--- config.mk ---
export PLATFORM = sky130hd
export DESIGN_NAME = cell_hist_acc
export DESIGN_NICKNAME = d
export VERILOG_FILES = /design/src/rtl/cell_hist_acc.sv
export SDC_FILE = /design/constraint.sdc
export NUM_CORES = 1
export LEC_CHECK = 0
export ABC_AREA = 1
export BUFFER_PORTS_ARGS = -buffer_cell sky130_fd_sc_hd__buf_2
export CAP_MARGIN = 20
export CORE_MARGIN = 2
export CORE_UTILIZATION = 25
export DETAILED_ROUTE_END_ITERATION = 8
export HOLD_SLACK_MARGIN = 0.08
export PLACE_DENSITY_LB_ADDON = 0.08
export SYNTH_ARGS = -nofsm -noshare
export SYNTH_HDL_FRONTEND = slang
export SYNTH_SLANG_ARGS = --single-unit
--- constraint.sdc ---
create_clock -name clk -period 3.4 [get_ports clk]
set_input_delay 0.51 -clock clk [delete_from_list [all_inputs] [get_ports clk]]
set_output_delay 0.51 -clock clk [all_outputs]
set_load 0.02 [all_outputs]
--- src/rtl/cell_hist_acc.sv ---
// Per-cell HOG orientation histogram: sums (bin, magnitude) votes over PIX_N pixels.
// Optional macro CELL_HIST_SAT_EN makes each bin saturate instead of wrapping.
module cell_hist_acc #(
    parameter int unsigned MAG_W = 16,
    parameter int unsigned BIN_N = 9,
    parameter int unsigned BIN_W = 4,
    parameter int unsigned PIX_N = 64,
    parameter int unsigned ACC_W = 22
) (
    input  logic                   clk,
    input  logic                   rst,
    input  logic                   clear,
    input  logic                   i_valid,
    input  logic [BIN_W-1:0]       i_bin,
    input  logic [MAG_W-1:0]       i_mag,
    output logic [BIN_N*ACC_W-1:0] o_data,
    output logic                   o_valid
);

    localparam int unsigned CNT_W = (PIX_N > 1) ? $clog2(PIX_N) : 1;
    localparam logic [CNT_W-1:0] CNT_LAST = CNT_W'(PIX_N - 1);

    // Packed so that bin b sits at [b*ACC_W +: ACC_W], matching o_data directly.
    logic [BIN_N-1:0][ACC_W-1:0] acc_q, acc_d, acc_upd;
    logic [CNT_W-1:0]            cnt_q, cnt_d;
    logic [BIN_N*ACC_W-1:0]      data_q, data_d;
    logic                        valid_q, valid_d;
    logic [ACC_W-1:0]            mag_ext, sel_acc, sum;

    assign mag_ext = ACC_W'(i_mag);

    // Out-of-range bins select nothing, so they never reach an accumulator.
    always_comb begin
        sel_acc = '0;
        for (int b = 0; b < int'(BIN_N); b++) begin
            if (i_bin == BIN_W'(b)) sel_acc = acc_q[b];
        end
    end

`ifdef CELL_HIST_SAT_EN
    logic [ACC_W:0] sum_wide;
    assign sum_wide = {1'b0, sel_acc} + {1'b0, mag_ext};
    assign sum      = sum_wide[ACC_W] ? {ACC_W{1'b1}} : sum_wide[ACC_W-1:0];
`else
    assign sum = sel_acc + mag_ext;
`endif

    always_comb begin
        for (int b = 0; b < int'(BIN_N); b++) begin
            acc_upd[b] = (i_bin == BIN_W'(b)) ? sum : acc_q[b];
        end
    end

    always_comb begin
        acc_d   = acc_q;
        cnt_d   = cnt_q;
        data_d  = data_q;
        valid_d = 1'b0;
        if (clear) begin
            acc_d = '0;
            cnt_d = '0;
        end else if (i_valid) begin
            if (cnt_q == CNT_LAST) begin
                data_d  = acc_upd;
                valid_d = 1'b1;
                acc_d   = '0;
                cnt_d   = '0;
            end else begin
                acc_d = acc_upd;
                cnt_d = cnt_q + CNT_W'(1);
            end
        end
    end

    always_ff @(posedge clk or negedge rst) begin
        if (!rst) begin
            acc_q   <= '0;
            cnt_q   <= '0;
            data_q  <= '0;
            valid_q <= 1'b0;
        end else begin
            acc_q   <= acc_d;
            cnt_q   <= cnt_d;
            data_q  <= data_d;
            valid_q <= valid_d;
        end
    end

    assign o_data  = data_q;
    assign o_valid = valid_q;

endmodule

## After elaboration in Yosys (flattened, before gate mapping)

Cells that the tools add are included.

- Bits of input ports: 24
- Register bits: 403
- Output and inout bits: 199
- Logic and storage cells: 54

- Reduce and logical (&&, ||, !) cells: 3
- Bitwise gates (word level): 1
- Mux-type cells: 27
- Equal/unequal tests: 9
- Add/subtract/negate cells: 2

Operator list:

| operator | count |
|---|---|
| 2-to-1 mux 198 bit | 3 |
| 2-to-1 mux 22 bit | 18 |
| adder 22 x 16 -> 22 bit | 1 |
| 2-to-1 mux 6 bit | 3 |
| equality test 4 x 3 -> 1 bit, second input constant | 4 |
| equality test 4 x 2 -> 1 bit, second input constant | 2 |
| adder 6 x 1 -> 6 bit, second input constant | 1 |
| equality test 6 bit, second input constant | 1 |
| equality test 4 x 1 -> 1 bit, second input constant | 1 |
| equality test 4 bit, second input constant | 1 |
| zero test 4 bit | 1 |
| 2-to-1 mux 1 bit | 3 |
| AND reduction 3 bit | 1 |
| nonzero test 2 bit | 1 |
| inverter 1 bit | 1 |

## Longest topological paths before layout

- Word-level depth: 15
- Gate-level depth with buffers: 26
- Gate-level depth less buffers: 24

## Worst setup path before layout

Ideal clock, no wire load.

- Path type: in2reg
- Start: in i_bin[3]
- End: reg acc_q[34] in the netlist's numbering
- Arrival time: 3,844 ps
- Setup slack: -562 ps
- Buffers on the path: 3
- Stages on the path: 22
- Setup time: 118 ps
- Data required time: 3,282 ps
- Path through: nor2_4 > buf_2 > nand2_1 > buf_2 > buf_2 > o22ai_1 > a221oi_1 > o2111ai_1 > o21ai_0 > o21ai_0 > ha_1 > fa_1 > nand3_1 > nand3_1 > a21oi_1 > o21ai_1 > a21oi_1 > o21ai_1 > xnor2_1 > nand2_1 > nand3_1 > nand2_1

- Cells in the longest elaborated chain, start to end: 15
- Elaborated cells between the ends (all ways): 23
- Those cells by class: 1 x add/sub; 8 x eq/ne; 13 x mux; 1 x reduce/logical

Ends and longest elaborated chain:

| item | line | text |
|---|---|---|
| from (decl) | 14 | `input logic [BIN_W-1:0] i_bin,` |
| zero test 4 bit | 36 | `if (i_bin == BIN_W'(b)) sel_acc = acc_q[b];` |
| 2-to-1 mux 22 bit (9 in series) | 36 |  |
| adder 22 x 16 -> 22 bit | 45 | `assign sum = sel_acc + mag_ext;` |
| 2-to-1 mux 22 bit * | 50 | `acc_upd[b] = (i_bin == BIN_W'(b)) ? sum : acc_q[b];` |
| 2-to-1 mux 198 bit * | 63 | `if (cnt_q == CNT_LAST) begin` |
| 2-to-1 mux 198 bit * | 62 | `end else if (i_valid) begin` |
| 2-to-1 mux 198 bit * | 59 | `if (clear) begin` |
| to (signal assigned) | 77 | `acc_q <= '0;` |
| to (signal assigned) | 82 | `acc_q <= acc_d;` |
| to (decl) | 24 | `logic [BIN_N-1:0][ACC_W-1:0] acc_q, acc_d, acc_upd;` |

Mark *: on every way between the ends. The rest lies on a longest branch, timed or not. The select of a mux whose other input is x is not followed.
A chain may end at the register's enable or synchronous reset.

## Worst setup path after layout

- Start: in i_bin[0]
- End: reg data_q[122] (netlist: o_data[122])

- Cells in the longest elaborated chain, start to end: 12
- Elaborated cells between the ends (all ways): 20
- Those cells by class: 1 x add/sub; 8 x eq/ne; 10 x mux; 1 x reduce/logical

Ends and longest elaborated chain:

| item | line | text |
|---|---|---|
| zero test 4 bit | 36 |  |
| 2-to-1 mux 22 bit (9 in series) | 36 |  |
| adder 22 x 16 -> 22 bit | 45 |  |
| 2-to-1 mux 22 bit * | 50 |  |
| to (signal assigned) | 84 | `data_q <= data_d;` |
| to (decl) | 26 | `logic [BIN_N*ACC_W-1:0] data_q, data_d;` |

Mark *: on every way between the ends. The rest lies on a longest branch, timed or not.

==> reports/results.ini <==
[hold_path]
hold_class = in -> reg
min_path_cells = 2
hp-start = clear
min_to = cnt_q[4]

[timing]
fin_skew_ps = 18.04
finalCritPeriodShare_pct = 101.8
finalSetupTns_ps = -550.8
fin_ws_ps = -60.65
fmax_ghz = 0.2890
fin_crit_ps = 3461
rsz0062_at_grt = true
drv_slew = 0
worst_pin_slew_ps = 1027
setup_viol = 24
slew_headroom_pct = 31.52
timing.hold.ws_ps = 127.3
hold_viol = 0

[finish]
final_common_cell = nand2_1
finalNonFillerCells = 3888
syn_to_final_growth_pct = 45.88
final-seq-area_sq_um = 10080
final_area_sq_um = 28220
final_cell_mix = 661 x nand2_1, 403 x dfrtp_1, 252 x buf_4, 218 x buf_2, 212 x o21ai_0
nets = 2851
multi_input_area_sq_um = 10170
drive_above_1_share_pct = 35.41
utilization_pct = 36.61
fillCellCount = 8025

[detailed_routing]
vias = 18180
drt-total-wl_um = 80290
drtPass1Iterations = 8
drc = 0
viasPerCell = 4.675
drtAntennaViolNets = 0
drt-initial-drc-count = 1178
wire_per_inst_um = 20.65

[worst_setup_path]
critPathLaunchType = input port
cp_slowest_cell = fa_2
r2r_setup_slack_ps = -30
crit_path_frequent_cell = buf_6
path_buf_inv = 7
arrival_ps = 3960
endpoint_kind = flop
r2r-end = o_data[122]
crit_fanout = 7
rr_worst_depth = 20
cp.required_ps = 3900
path_class = in -> reg
cp_top_family = compound AO/OA/AOI/OAI gates
cpPeakStageDelay_ps = 350
rr_startpoint = acc_q[22]

[clock_network]
htreeDepth = 2
cts.path.max_buffers = 3
cts_buffers = 51
clk_latency_ps = 610
cts_tree = built
cts-root-buf = clkbuf_16
clock-sinks = 403
clkTransAtPathRegs_ps = 60

[pwr]
peakVddDrop_v = 0.0004130
powerDensity_nw_per_um2 = 445.1
finalPower_mw = 12.56
power.leakage_nw = 13.69

[floorplan]
fp.dieArea_sq_um = 79620
core-area_sq_um = 77080
start_util_pct = 25.10
num_rows = 102
die_w_um = 282.2
io_pins = 223
dieHeight_um = 282.2

[global_route]
overflow = 0
antenna_found_initial = 0
grt_start_max_net_pins = 164
grtUsageTotal_pct = 19.69
grt_pass1_vias = 17900
grt_pass1_wl_um = 118100

[logic_synthesis]
ys_seq_area_share_pct = 52.13
async_flop_share_pct = 100.0
synthDistinctLibCells = 48
yosysWarningCount = 0
avgSynthCellArea_sq_um = 8.225
synth_area_sq_um = 19340
synth_ff_type = dfrtp_1
ys_seq_elements = 403
synth_edf_count = 0
syn-num-nets = 2395
synthCells = 2352

[placement]
placed_area_sq_um = 23650
port_buffers = 222
dp.cells = 3733
gp_congestion = 0.8245
dpl.hpwl_um = 52500
pre_cts_slack_ps = -1273

[outcome]
status = finished with violations
violations = setup timing

[job]
maxCapViolCount = 0

worst register-to-register path, cell delays in order (launching register included):
cell and delay [ps]:
dfrtp_1 380, inv_1 120, o22ai_4 100, a221oi_4 220
o2111ai_2 210, o21ai_1 110, o21ai_1 80, ha_2 200
fa_2 350, nand3_2 90, nand3_4 80, a21oi_4 160
o21ai_4 100, a21oi_4 190, buf_6 140, o21ai_4 70
xnor2_4 260, clkbuf_16 220, nand2_2 80, nand3_2 100
nand2_1 60
where the power goes:
part / internal (mW) / total, mW / leakage, nW / switching [mW]
clock network: 3.31 / 5.58 / 0.836 / 2.28
registers: 4.95 / 5.06 / 5.46 / 0.106
logic: 0.743 / 1.92 / 7.39 / 1.18
total: 9.00 / 12.6 / 13.7 / 3.56
cell families (layout without fill, tap and decap cells):
logic type	Yosys count	in the layout	share of synthesized area, %
other	0	1	0
multiplexers	8	8	0.4140
XOR/XNOR	14	14	0.6727
adder cells (fa/ha/maj)	19	19	1.268
AO/OA/AOI/OAI	515	515	14.88
flip-flops	403	403	52.13
AND/OR/NAND/NOR	1043	1051	23.51
buffers and inverters	350	837	7.128
how the worst max path moves through the flow:
stage | start | endpoint | slack [ps] | cells past startpoint
2_1_floorplan | i_bin[3] | acc_q[102] | -80 | 23
3_3_place_gp | i_bin[0] | o_data[104] | -1190 | 24
3_5_place_dp | i_bin[1] | o_data[60] | -1270 | 24
4_1_cts | i_bin[1] | acc_q[126] | -110 | 26
5_1_grt | i_bin[3] | o_data[86] | -240 | 26
6_report | i_bin[0] | o_data[122] | -60 | 26
cells in the mapped netlist, drive strengths merged, types with 3 or more instances:
master  instances  share of area, %
inv           202               3.9
o22ai         115               3.7
mux2i           8              0.41
or2            28              0.91
nand4           7              0.23
a31oi           9              0.29
a21oi          36              0.99
o21ai         317               8.2
nor3            5              0.13
dfrtp         403                52
a22o            9              0.41
nand2         703                14
xnor2           5              0.27
buf            45               1.2
clkbuf        102               2.0
o221ai          5              0.23
ha             18               1.2
a221oi          3              0.14
xor2            9              0.41
nor2           66               1.6
o21bai          3              0.12
nand3b          3              0.22
o32ai           8              0.36
nand3         230               6.5
sequential cells by signal (all words and copies together), names as in the netlist:
signal / cells
acc_q: 198
o_data: 198
cnt_q: 6
o_valid: 1
per-layer routing:
metal / track usage (%) / part of all wire [%] / vias to the layer above
met5: 0 / 0 / -
met4: 4.626 / 2.1 / 0
met3: 2.552 / 3.6 / 94
met2: 33.48 / 49 / 368
met1: 26.57 / 45 / 8956
li1: - / - / 8758
what timing repair did:
action                                  4_1_cts  5_1_grt
setup buffers                                31       22
gates cloned                                  7        7
endpoints found under the hold margin        46        0
endpoints found under the setup margin      281      290
hold buffers                                  1        0
resized for setup                           255      266
pin swaps                                    45       86
area by class of cell:
class	instances	share of cell area, %
clock buffers	75	5.378
well taps	1040	4.611
clock inverters	17	0.6473
repair buffers	542	14.81
inverters	203	2.780
diodes	1	0.008867
flip-flops and latches	403	35.73
multi-input cells	1607	36.03
No activity file was read; power rests on OpenSTA's default activity.
